### config.mk
export PLATFORM = sky130hd
export DESIGN_NAME = i2c_cmd_arbiter
export DESIGN_NICKNAME = d
export VERILOG_FILES = /design/src/rtl/i2c_cmd_arbiter.sv
export SDC_FILE = /design/constraint.sdc
export NUM_CORES = 1
export LEC_CHECK = 0
export BUFFER_PORTS_ARGS = -buffer_cell sky130_fd_sc_hd__buf_2
export CAP_MARGIN = 20
export CORE_MARGIN = 8
export CORE_UTILIZATION = 46
export CTS_CLUSTER_SIZE = 24
export DETAILED_ROUTE_END_ITERATION = 16
export GPL_ROUTABILITY_DRIVEN = 0
export GPL_TIMING_DRIVEN = 1
export PLACE_DENSITY = 0.85
export SYNTH_ARGS = -nofsm -noshare
export SYNTH_HDL_FRONTEND = slang
export SYNTH_SLANG_ARGS = --single-unit
### constraint.sdc
create_clock -name clk_i -period 1.85 [get_ports clk_i]
set_input_delay 0.0925 -clock clk_i [delete_from_list [all_inputs] [get_ports clk_i]]
set_output_delay 0.0925 -clock clk_i [all_outputs]
set_load 0.05 [all_outputs]
### src/rtl/i2c_cmd_arbiter.sv
// i2c_cmd_arbiter
//   Shares one I2C command parser between requester 0 (host/JTAG path) and
//   requester 1 (autonomous monitor). The granted command is latched, offered
//   to the parser with start/not-empty, held until the parser's clear-start
//   acknowledge, then released. Ownership alternates round-robin.
//
//   Optional feature macro: I2C_ARB_TIMEOUT_EN
//     defined   : START aborts after TMO_CYCLES cycles without parser_clr_i,
//                 pulsing tmo_err_o together with the requester's done.
//     undefined : no counter, tmo_err_o is constant 0.
//
// Ports
//   clk_i, rst_i                 clock, synchronous active-high reset
//   req{0,1}_i                   level requests, held until done
//   dev/addr/nb/rd{0,1}_i        per-requester command fields
//   parser_clr_i, parser_idle_i  parser clear-start pulse, parser idle level
//   i2c_start_o, cmd_mt_o        start level / command-empty flag to parser
//   cmd_dev/addr/nb/rd_o         latched command fields
//   gnt{0,1}_o, done{0,1}_o      grant level, one-cycle completion pulse
//   tmo_err_o                    one-cycle abort pulse
module i2c_cmd_arbiter #(
  parameter int unsigned          TMO_W      = 16,
  parameter logic [TMO_W-1:0]     TMO_CYCLES = '1
) (
  input  logic        clk_i,
  input  logic        rst_i,
  input  logic        req0_i,
  input  logic        req1_i,
  input  logic [7:0]  dev0_i,
  input  logic [7:0]  dev1_i,
  input  logic [15:0] addr0_i,
  input  logic [15:0] addr1_i,
  input  logic [3:0]  nb0_i,
  input  logic [3:0]  nb1_i,
  input  logic        rd0_i,
  input  logic        rd1_i,
  input  logic        parser_clr_i,
  input  logic        parser_idle_i,
  output logic        i2c_start_o,
  output logic        cmd_mt_o,
  output logic [7:0]  cmd_dev_o,
  output logic [15:0] cmd_addr_o,
  output logic [3:0]  cmd_nb_o,
  output logic        cmd_rd_o,
  output logic        gnt0_o,
  output logic        gnt1_o,
  output logic        done0_o,
  output logic        done1_o,
  output logic        tmo_err_o
);

  typedef enum logic [1:0] {S_IDLE, S_LOAD, S_START, S_RELEASE} state_t;

  state_t      state_q, state_d;
  logic        ptr_q, ptr_d;      // 1 = requester 1 preferred on a tie
  logic        rel_q, rel_d;      // set after the first RELEASE cycle
  logic        start_q, start_d;
  logic        mt_q, mt_d;
  logic [7:0]  dev_q, dev_d;
  logic [15:0] addr_q, addr_d;
  logic [3:0]  nb_q, nb_d;
  logic        rd_q, rd_d;
  logic        gnt0_q, gnt0_d;
  logic        gnt1_q, gnt1_d;
  logic        done0_q, done0_d;
  logic        done1_q, done1_d;
  logic        tmo_q, tmo_d;
  logic        pick1;
  logic        abort;

  // Requester 1 wins when it is alone or when both ask and it is preferred.
  assign pick1 = req1_i & (~req0_i | ptr_q);

`ifdef I2C_ARB_TIMEOUT_EN
  logic [TMO_W-1:0] cnt_q, cnt_d;
  logic [TMO_W:0]   cnt_inc;

  // cnt_q counts START cycles already spent; this cycle makes cnt_q+1.
  assign cnt_inc = {1'b0, cnt_q} + {{TMO_W{1'b0}}, 1'b1};
  assign abort   = (state_q == S_START) && (cnt_inc >= {1'b0, TMO_CYCLES});
  assign cnt_d   = (state_q == S_LOAD)  ? '0 :
                   (state_q != S_START) ? cnt_q :
                   (&cnt_q)             ? cnt_q : cnt_inc[TMO_W-1:0];

  always_ff @(posedge clk_i) begin
    if (rst_i) cnt_q <= '0;
    else       cnt_q <= cnt_d;
  end
`else
  logic unused_tmo;
  assign unused_tmo = ^TMO_CYCLES;
  assign abort      = 1'b0;
`endif

  always_comb begin
    state_d = state_q;
    ptr_d   = ptr_q;
    rel_d   = rel_q;
    start_d = start_q;
    mt_d    = mt_q;
    dev_d   = dev_q;
    addr_d  = addr_q;
    nb_d    = nb_q;
    rd_d    = rd_q;
    gnt0_d  = gnt0_q;
    gnt1_d  = gnt1_q;
    done0_d = 1'b0;
    done1_d = 1'b0;
    tmo_d   = 1'b0;
    case (state_q)
      S_IDLE: begin
        if ((req0_i | req1_i) && parser_idle_i) begin
          gnt0_d  = ~pick1;
          gnt1_d  = pick1;
          dev_d   = pick1 ? dev1_i  : dev0_i;
          addr_d  = pick1 ? addr1_i : addr0_i;
          nb_d    = pick1 ? nb1_i   : nb0_i;
          rd_d    = pick1 ? rd1_i   : rd0_i;
          state_d = S_LOAD;
        end
      end
      S_LOAD: begin
        start_d = 1'b1;
        mt_d    = 1'b0;
        state_d = S_START;
      end
      S_START: begin
        // A real acknowledge takes priority over a same-cycle timeout.
        if (parser_clr_i || abort) begin
          tmo_d   = ~parser_clr_i;
          start_d = 1'b0;
          mt_d    = 1'b1;
          done0_d = gnt0_q;
          done1_d = gnt1_q;
          rel_d   = 1'b0;
          state_d = S_RELEASE;
        end
      end
      S_RELEASE: begin
        // Two cycles minimum so a request dropped after done is not re-granted.
        if (!rel_q) begin
          rel_d = 1'b1;
        end else if (parser_idle_i) begin
          gnt0_d  = 1'b0;
          gnt1_d  = 1'b0;
          ptr_d   = gnt0_q;
          state_d = S_IDLE;
        end
      end
      default: state_d = S_IDLE;
    endcase
  end

  always_ff @(posedge clk_i) begin
    if (rst_i) begin
      state_q <= S_IDLE;
      ptr_q   <= 1'b0;
      rel_q   <= 1'b0;
      start_q <= 1'b0;
      mt_q    <= 1'b1;
      dev_q   <= '0;
      addr_q  <= '0;
      nb_q    <= '0;
      rd_q    <= 1'b0;
      gnt0_q  <= 1'b0;
      gnt1_q  <= 1'b0;
      done0_q <= 1'b0;
      done1_q <= 1'b0;
      tmo_q   <= 1'b0;
    end else begin
      state_q <= state_d;
      ptr_q   <= ptr_d;
      rel_q   <= rel_d;
      start_q <= start_d;
      mt_q    <= mt_d;
      dev_q   <= dev_d;
      addr_q  <= addr_d;
      nb_q    <= nb_d;
      rd_q    <= rd_d;
      gnt0_q  <= gnt0_d;
      gnt1_q  <= gnt1_d;
      done0_q <= done0_d;
      done1_q <= done1_d;
      tmo_q   <= tmo_d;
    end
  end

  assign i2c_start_o = start_q;
  assign cmd_mt_o    = mt_q;
  assign cmd_dev_o   = dev_q;
  assign cmd_addr_o  = addr_q;
  assign cmd_nb_o    = nb_q;
  assign cmd_rd_o    = rd_q;
  assign gnt0_o      = gnt0_q;
  assign gnt1_o      = gnt1_q;
  assign done0_o     = done0_q;
  assign done1_o     = done1_q;
  assign tmo_err_o   = tmo_q;

endmodule

==> impl_metrics.toml <==
[worst_setup_path]
criticalPathCategory = "register to register"
cp_max_fo = 11
crit-reg2reg-capture = "cmd_addr_o[2]"
worst_r2r_startpoint = "state_q[0]"
required_ns = 2.06
worstSetupStartpointType = "register"
worst_ep_arrival_time_ns = 1.81
worstRegToRegCells = 6
regToRegSetupSlack_ns = 0.25
worstSetupEndpointType = "register"

[clock_tree]
clock-sinks = 40
clk_latency_ns = 0.29
cts_buffers = 5
post_cts.repair.setup_buffers = 0
ctsResizeCount = 0
clock_pin_slew_of_the_registers_on_the_worst_case_setup_and_hold_paths_ns = 0.08
cts_root_buf = "clkbuf_8"
cts.htree.levels = 2
cts-hold-fix-buffers = 0
clock_tree.buffer_depth = 2
cts_tree = "built"

[floorplan]
dieWidth_um = 82.65
core_area_um2 = 4324
initial_core_util = 0.4725
die_area_um2 = 6830
fp-row-count = 24
boundaryPins = 100
die_y_extent_um = 82.65

[hold_path]
timing.hold.worst_endpoint = "cmd_dev_o[7]"
min-delay-path-class = "input pin to register"
holdPathStages = 3
timing.hold.worst.start = "dev0_i[7]"

[grt]
global_route_wire_length_before_repair_um = 9335
grt_start_max_net_pins = 26
number_of_antenna_violations_at_the_first_check_in_global_routing = 0
grt.met1_usage = 0.1973
grt_util_all_layers = 0.1699
vias_in_the_first_global_route = 2081
gr-usage-met2 = 0.2999
global_route_met3_utilization = 0.03355
top_usage_layer = "met2"
grt_overflow_total = 0

[yosys]
synth-seq-area-share = 0.3919
synthesis_warning_total = 0
dominant_cell_by_count_in_the_synthesized_netlist = "dfxtp_1"
netlist-cell-type-count = 27
post_synth_inst_count = 227
synth.top_cells.by_count = "dfxtp_1 (40), nor2_1 (33), nand3_1 (31)"
synth_top_cell_area_share = 0.3919
synth_top_cell_by_area = "dfxtp_1"
total_of_flip_flops_plus_latches_after_synthesis = 40
mean_area_per_synthesized_cell_um2 = 9.001
synthesis.nets = 295
post_synth_edffs = 0
synth_area_leaders = "dfxtp_1 (39%), a311oi_2 (15%), nand3_1 (7.6%), o21ai_0 (7.3%), nor2_1 (6.1%)"
synth_async_sr_flop_share = 0
netlist_area_um2 = 2043
postSynth.topFlopCell = "dfxtp_1"

[route]
detail_route.drc_violations = 0
dr_total_vias = 2068
routed_wl_um = 5856
route.detailed.vias_per_inst = 5.559
detailedRoute.firstPassIterationCount = 4
post_drt_wl_per_cell_um = 15.74
detailed_router_s_first_iteration_violation_count = 87
antenna_left = 0

[timing]
minimum_clock_period_ns = 1.600
grt_setup_unrepaired = "no"
setup_viol = 0
max_clock_freq_ghz = 0.6252
actual_slew_at_the_worst_max_slew_pin_ns = 0.6872
worst_clock_skew_ns = 0.006893
hold_ws_ns = 0.07963
timing.final.hold_violations = 0
fin_tns_setup_ns = 0
rel_slew_slack = 0.5414
finalMaxSlewViolations = 0
final.period_utilization = 0.8646

[cells_and_area]
ratio_of_cells_with_drive_above_1_in_the_final_layout = 0.4344
areaGrowthSynthToFinish_pct = 30.92
finish.net_count = 387
antennaDiodeCount = 0
num-fill-cells = 381

[pwr]
vdd_drop_max_uv = 683.8
powerDensity_nw_per_um2 = 1392
p_leak_uw = 0.001156

[flow_run]
cap_viol_max_count = 0

[place]
port_buffers = 99
hpwlAfterDp_um = 4411

[run_status]
status = "finished clean"
==> report_power, final <==
part / leakage [uW] / internal, uW / switching (uW) / total (uW)
Clock: 0.0000510 / 298 / 298 / 596
Combinational: 0.000776 / 600 / 1320 / 1920
Sequential: 0.000330 / 1090 / 122 / 1210
==> flip-flops by register name, summed over array words and instances (netlist names), 2 cells and up <==
name	flops
cmd_addr_o	16
cmd_dev_o	8
cmd_nb_o	4
state_q	2
==> worst max-delay path: stages, from the launching register on <==
cell and delay [ns]:
dfxtp_1 0.33, inv_1 0.10, ha_1 0.27, o211a_4 0.30, buf_4 0.22, nor2_1 0.07
a311oi_2 0.22
==> area by class of cell <==
type / count / area [um^2] / area share
Clock buffer: 6 / 82.58 / 0.03087
Timing Repair Buffer: 109 / 608.1 / 0.2273
Clock inverter: 2 / 10.01 / 0.003742
Multi-Input combinational cell: 159 / 1094 / 0.4088
Tap cell: 52 / 65.06 / 0.02432
Sequential cell: 40 / 800.8 / 0.2993
Inverter: 4 / 15.01 / 0.005613
==> how the worst max path moves through the flow <==
stage | startpoint | to | slack [ns]
floorplan | state_q[0] | cmd_addr_o[10] | 0.49
global placement | state_q[0] | cmd_addr_o[6] | 0.34
detailed placement | state_q[0] | cmd_addr_o[2] | 0.27
CTS | state_q[0] | cmd_addr_o[2] | 0.25
global route | state_q[0] | cmd_addr_o[6] | 0.13
finish | state_q[0] | cmd_addr_o[2] | 0.25
==> layout by cell type, fill, tap and decap left out, types with 3 or more instances in the layout <==
cell / count
buf_2: 99
dfxtp_1: 40
buf_12: 3
a311oi_1: 9
a311oi_2: 20
mux2i_1: 5
nor2_1: 33
a21oi_1: 3
clkbuf_8: 6
buf_4: 7
ha_1: 4
nand2b_1: 7
nand3_1: 31
inv_1: 4
o21ai_0: 30
==> cell families (layout without fill, tap and decap cells) <==
kind of cell / Yosys count / count (layout) / share of synthesized area
flip-flops: 40 / 40 / 0.3919
buffers and inverters: 28 / 121 / 0.07287
other: 1 / 1 / 0.001835
adder cells (fa/ha/maj): 4 / 4 / 0.02450
AND/OR/NAND/NOR: 79 / 79 / 0.1813
AO/OA/AOI/OAI: 70 / 70 / 0.3031
multiplexers: 5 / 5 / 0.02450
==> layer usage <==
metal  vias to the layer above  share of wire  routed length [um]
met5                         -              0                   0
met4                         0          0.016                  93
met3                         9          0.085                 500
met2                        83           0.50                2921
met1                       959           0.40                2341
li1                       1017              -                   -
==> stage by stage <==
stage                     cells    util  setup WS [ns]  instance area [um^2]  power [uW]
after detailed placement    364  0.5972         0.2695                  2582        3157
after CTS                   372  0.6186         0.2495                  2675        3762
after floorplan             227       -         0.4894                  2043        2716
after global routing        372  0.6186         0.1310                  2675        3941
after global placement      364  0.5972         0.3395                  2582        3110
final                       372  0.6186         0.2505                  2675        3723
Note: power is estimated with default switching activity, not from simulation.
